==> src/rtl/mem_arb_pkg.sv <==
// Shared types and default widths for the memory arbiter.
package mem_arb_pkg;

    typedef enum logic [1:0] {
        StIdle,
        StAccess,
        StDone
    } state_e;

    localparam int unsigned DefAddrW = 17;
    localparam int unsigned DefDataW = 8;

endpackage

==> src/rtl/mem_arbiter_rr_picker.sv <==
// Combinational round-robin picker: first set request at or after ptr, wrapping modulo NUM_REQ.
module mem_arbiter_rr_picker #(
    parameter int unsigned NUM_REQ = 2,
    parameter int unsigned PTR_W   = $clog2(NUM_REQ)
) (
    input  logic [NUM_REQ-1:0] req,
    input  logic [PTR_W-1:0]   ptr,
    output logic               valid,
    output logic [PTR_W-1:0]   grant
);

    int unsigned idx;

    always_comb begin
        valid = 1'b0;
        grant = '0;
        idx   = 0;
        for (int unsigned i = 0; i < NUM_REQ; i++) begin
            idx = (32'(ptr) + i) % NUM_REQ;
            if (!valid && req[idx]) begin
                valid = 1'b1;
                grant = PTR_W'(idx);
            end
        end
    end

endmodule

==> src/rtl/mem_arbiter.sv <==
// Round-robin arbiter sharing one byte-wide memory controller among NUM_REQ requesters.
// Define MEM_ARB_BOUNDS_CHECK_EN to suppress writes and flag err for addresses >= MEM_BYTES.
module mem_arbiter
    import mem_arb_pkg::*;
#(
    parameter int unsigned NUM_REQ   = 2,
    parameter int unsigned ADDR_W    = DefAddrW,
    parameter int unsigned DATA_W    = DefDataW,
    parameter int unsigned MEM_BYTES = 65536
) (
    input  logic                      clk,
    input  logic                      rst,
    input  logic [NUM_REQ-1:0]        req,
    input  logic [NUM_REQ-1:0]        we,
    input  logic [NUM_REQ*ADDR_W-1:0] addr,
    input  logic [NUM_REQ*DATA_W-1:0] wdata,
    output logic [NUM_REQ-1:0]        ack,
    output logic [NUM_REQ-1:0]        err,
    output logic [DATA_W-1:0]         rdata,
    output logic                      busy,
    output logic [DATA_W-1:0]         mem_data_in,
    output logic [ADDR_W-1:0]         mem_addr,
    output logic                      mem_write_en,
    input  logic [DATA_W-1:0]         mem_data_out
);

    localparam int unsigned PTR_W = $clog2(NUM_REQ);

`ifdef MEM_ARB_BOUNDS_CHECK_EN
    localparam bit BoundsChk = 1'b1;
`else
    localparam bit BoundsChk = 1'b0;
`endif

    localparam logic [ADDR_W:0] MemLimit = (ADDR_W + 1)'(MEM_BYTES);

    state_e             state_q;
    logic [PTR_W-1:0]   ptr_q;
    logic [PTR_W-1:0]   gnt_q;
    logic               rd_q;
    logic               oob_q;

    logic               pick_valid;
    logic [PTR_W-1:0]   pick;
    logic [ADDR_W-1:0]  addr_sel;
    logic [DATA_W-1:0]  wdata_sel;
    logic               oob;

    mem_arbiter_rr_picker #(
        .NUM_REQ (NUM_REQ),
        .PTR_W   (PTR_W)
    ) u_picker (
        .req   (req),
        .ptr   (ptr_q),
        .valid (pick_valid),
        .grant (pick)
    );

    assign addr_sel  = addr[pick*ADDR_W +: ADDR_W];
    assign wdata_sel = wdata[pick*DATA_W +: DATA_W];
    assign oob       = BoundsChk && ({1'b0, addr_sel} >= MemLimit);

    always_ff @(posedge clk) begin
        if (rst) begin
            state_q      <= StIdle;
            ptr_q        <= '0;
            gnt_q        <= '0;
            rd_q         <= 1'b0;
            oob_q        <= 1'b0;
            ack          <= '0;
            err          <= '0;
            rdata        <= '0;
            busy         <= 1'b0;
            mem_write_en <= 1'b0;
            mem_addr     <= '0;
            mem_data_in  <= '0;
        end else begin
            ack <= '0;
            err <= '0;
            unique case (state_q)
                StIdle: begin
                    mem_write_en <= 1'b0;
                    if (pick_valid) begin
                        gnt_q        <= pick;
                        mem_addr     <= addr_sel;
                        mem_data_in  <= wdata_sel;
                        // Out-of-range winners still run the full sequence, just without a write.
                        mem_write_en <= we[pick] && !oob;
                        rd_q         <= !we[pick];
                        oob_q        <= oob;
                        busy         <= 1'b1;
                        state_q      <= StAccess;
                    end
                end
                StAccess: begin
                    mem_write_en <= 1'b0;
                    state_q      <= StDone;
                end
                StDone: begin
                    ack[gnt_q] <= 1'b1;
                    err[gnt_q] <= oob_q;
                    if (oob_q) begin
                        rdata <= '0;
                    end else if (rd_q) begin
                        rdata <= mem_data_out;
                    end
                    ptr_q   <= (gnt_q == PTR_W'(NUM_REQ - 1)) ? '0 : gnt_q + PTR_W'(1);
                    busy    <= 1'b0;
                    state_q <= StIdle;
                end
                default: state_q <= StIdle;
            endcase
        end
    end

endmodule

==> config.mk <==
export PLATFORM = sky130hd
export DESIGN_NAME = mem_arbiter
export DESIGN_NICKNAME = d
export VERILOG_FILES = /design/src/rtl/mem_arb_pkg.sv /design/src/rtl/mem_arbiter_rr_picker.sv /design/src/rtl/mem_arbiter.sv
export SDC_FILE = /design/constraint.sdc
export NUM_CORES = 1
export LEC_CHECK = 0
export CAP_MARGIN = 40
export CORE_UTILIZATION = 41
export CTS_BUF_LIST = sky130_fd_sc_hd__clkbuf_8 sky130_fd_sc_hd__clkbuf_16
export CTS_CLUSTER_DIAMETER = 40
export DETAILED_ROUTE_END_ITERATION = 7
export GPL_TIMING_DRIVEN = 0
export PLACE_DENSITY = 0.84
export SYNTH_ARGS = -nofsm -noshare
export SYNTH_HDL_FRONTEND = slang
export SYNTH_SLANG_ARGS = --single-unit
==> constraint.sdc <==
create_clock -name clk -period 1.8 [get_ports clk]
set_input_delay 0.36 -clock clk [delete_from_list [all_inputs] [get_ports clk]]
set_output_delay 0.36 -clock clk [all_outputs]
set_load 0.01 [all_outputs]
==> flow_summary.yaml <==
run_status:
  outcome: "finished clean"
setup_path:
  r2r_start: "ptr_q$_SDFFE_PP0P_"
  path_cells: "clkdlybuf4s50_1, nand2b_1, nand2_1, buf_2, nand2_1, a311oi_2"
  cp_data_required_time_ps: 2000
  cp-start-kind: "input pin"
  cp-end-kind: "flop"
  worstPathArrival_ps: 1770
  critPathKind: "in -> reg"
  startpoint: "req[0]"
  cp_max_fo: 10
  cpMostUsedCell: "nand2_1"
  cpPeakStageDelay_ps: 470
  cp_slowest_cell: "clkdlybuf4s50_1"
sta:
  rsz0062_at_grt: "false"
  final_max_slew_viol_count: 0
  fin_crit_ps: 1570
  worstMarginPinSlew_ps: 719
  setup_viol: 0
  fin_ws_ps: 231
  period_share: 0.872
  tns_ps: 0
  final_hold_viol_count: 0
  fmax_ghz: 0.637
  skew_ps: 7.26
  max_slew_margin: 0.521
clock_tree:
  worstSkewPairLatency_ps: 290
  cts_root_buf: "clkbuf_8"
  cts_hold_buf: 0
  cts_resized: 0
  cts.sink_count: 42
  cts_tree: "done"
  htree_num_levels: 2
  cts_max_path_buffers: 2
  clk_pin_slew_ps: 80
  cts_setup_buffers: 0
  cts_made_buffers: 5
power:
  switchingPower_mw: 0.651
  ir_drop_mv: 0.362
  cellPowerDensity_mw_per_mm2: 808
  combPwrFrac: 0.269
  fin_total_pwr_mw: 2.44
  sw_frac_of_total: 0.267
  p_int_mw: 1.79
  clockPowerShare: 0.301
  pwr-share-seq: 0.430
  leakage_nw: 1.21
grt:
  grt_use_total: 0.225
  first_global_vias: 1823
  grt_pass1_wl_mm: 8.61
  antenna_found_initial: 0
  overflow: 0
  grt_max_degree: 14
floorplan:
  io_pins: 103
  placementRows: 24
  dieHeight_um: 69.2
  core_area_mm2: 0.00435
  die_w_um: 69.2
  start_util: 0.425
  die-area_mm2: 0.00479
synth:
  synthTopCellsByArea: "dfxtp_1 (45%), a311oi_2 (15%), nand2_1 (11%)"
  synth-seq-cells: 42
  yosysSeqAreaShare: 0.454
  synth_cell_types: 24
  ys_warn_count: 0
  synth_top_cell_area_share: 0.454
  postSynthCellCount: 204
  avgSynthCellArea_um2: 9.08
  yosysTopAreaCell: "dfxtp_1"
  netlist_area_mm2: 0.00185
layout:
  fin_util: 0.694
  finalNetCount: 375
  n_antenna_cell: 0
  fillCellCount: 360
  syn2layout_area_growth_pct: 63.1
  drive_gt1_frac: 0.131
  final_area_mm2: 0.00302
drt:
  drt_wl_total_mm: 5.14
  vias: 1831
  drt-vias-per-instance: 5.03
  detail-route-antenna-nets: 0
  post_drt_wl_per_cell_um: 14.1
  initialDrtViolationCount: 82
  dr.pass1.iters: 4
  drc: 0
place:
  dp_hpwl_mm: 3.89
  io_buffers: 99
  dp_slack_ps: -77.1
  dpl_cell_area_mm2: 0.00291
  place_congestion: 0.814
min_path:
  min-delay-start: "rst"
  hold_path.class: "in -> reg"
job:
  drv_cap: 0
## power groups by stage
stage               combinational, mW  sequential, mW  clock, mW
floorplan                       0.287            1.10          0
global placement                0.648            1.07          0
detailed placement              0.657            1.07          0
CTS                             0.660            1.05      0.746
global route                    0.708            1.06      0.773
finish                          0.657            1.05      0.735
## cell families after synthesis
group	share of synthesized area
flip-flops	0.454
AND/OR/NAND/NOR	0.228
AO/OA/AOI/OAI	0.201
buffers and inverters	0.0655
multiplexers	0.0487
other	0.00203
## synth_stat cells
master     count
a21oi_1        3
a311oi_1       7
a311oi_2      18
and2_1         1
buf_2          4
buf_4          6
buf_6          3
clkbuf_1       5
conb_1         1
dfxtp_1       42
inv_1          1
mux2i_1        9
nand2_1       52
nand2b_1       2
nand3_1        1
nand3b_1       1
nor2_1        38
nor2_8         1
nor3_1         2
nor3b_1        2
o211ai_1       1
o21ai_0        2
o2bb2ai_1      1
or2_4          1
## layout by cell type, fill, tap and decap left out, types with 3 or more instances in the layout
cell	n
clkdlybuf4s50_1	99
a21oi_1	3
buf_2	4
nor2_1	38
buf_6	3
buf_4	6
mux2i_1	9
a311oi_1	7
nand2_1	52
a311oi_2	18
dfxtp_1	42
clkbuf_8	5
clkbuf_1	5
## area by class of cell
cell class                 instances  area [µm²]  area share
clock buffer                       5        68.8      0.0228
tap                               52        65.1      0.0215
buffer                            18         118      0.0389
inverter                           1        3.75     0.00124
timing repair buffer              99         991       0.328
clock inverter                     3        40.0      0.0133
multi-input combinational        144         893       0.296
sequential                        42         841       0.278
## metal layers
layer,wire length (µm),part of all wire,vias up,track usage
li1,-,-,906,-
met1,2140,0.42,848,0.273
met2,2610,0.51,62,0.386
met3,224,0.044,15,0.0334
met4,166,0.032,0,0.109
met5,0,0,-,0
## stage by stage
step / hold WS, ps / cells
after CTS: 415 / 364
after floorplan: 440 / 205
after global placement: 459 / 356
final: 420 / 364
after global routing: 463 / 364
after detailed placement: 475 / 356
## worst max-delay path, delay by kind of cell
family | cells | cell delay [ps]
AO/OA/AOI/OAI | 1 | 260
buffers and inverters | 2 | 740
AND/OR/NAND/NOR | 3 | 410
## path summary, 6_finish.rpt
| check | cells past startpoint | to | slack [ps] |
|---|---|---|---|
| setup / recovery | 6 | mem_addr[9]$_SDFFE_PP0P_ | 230 |
| hold / removal | 2 | mem_addr[14]$_SDFFE_PP0P_ | 420 |
| setup reg to reg | 6 | mem_addr[6]$_SDFFE_PP0P_ | 360 |
| hold reg to reg | 2 | mem_write_en$_SDFFE_PP0P_ | 490 |
## sequential cells by signal, indices dropped and copies added, names as in the netlist, 2 cells and up
register     cells
ack              2
mem_addr        17
mem_data_in      8
rdata            8
state_q          2
Note: power is estimated with default switching activity, not from simulation.
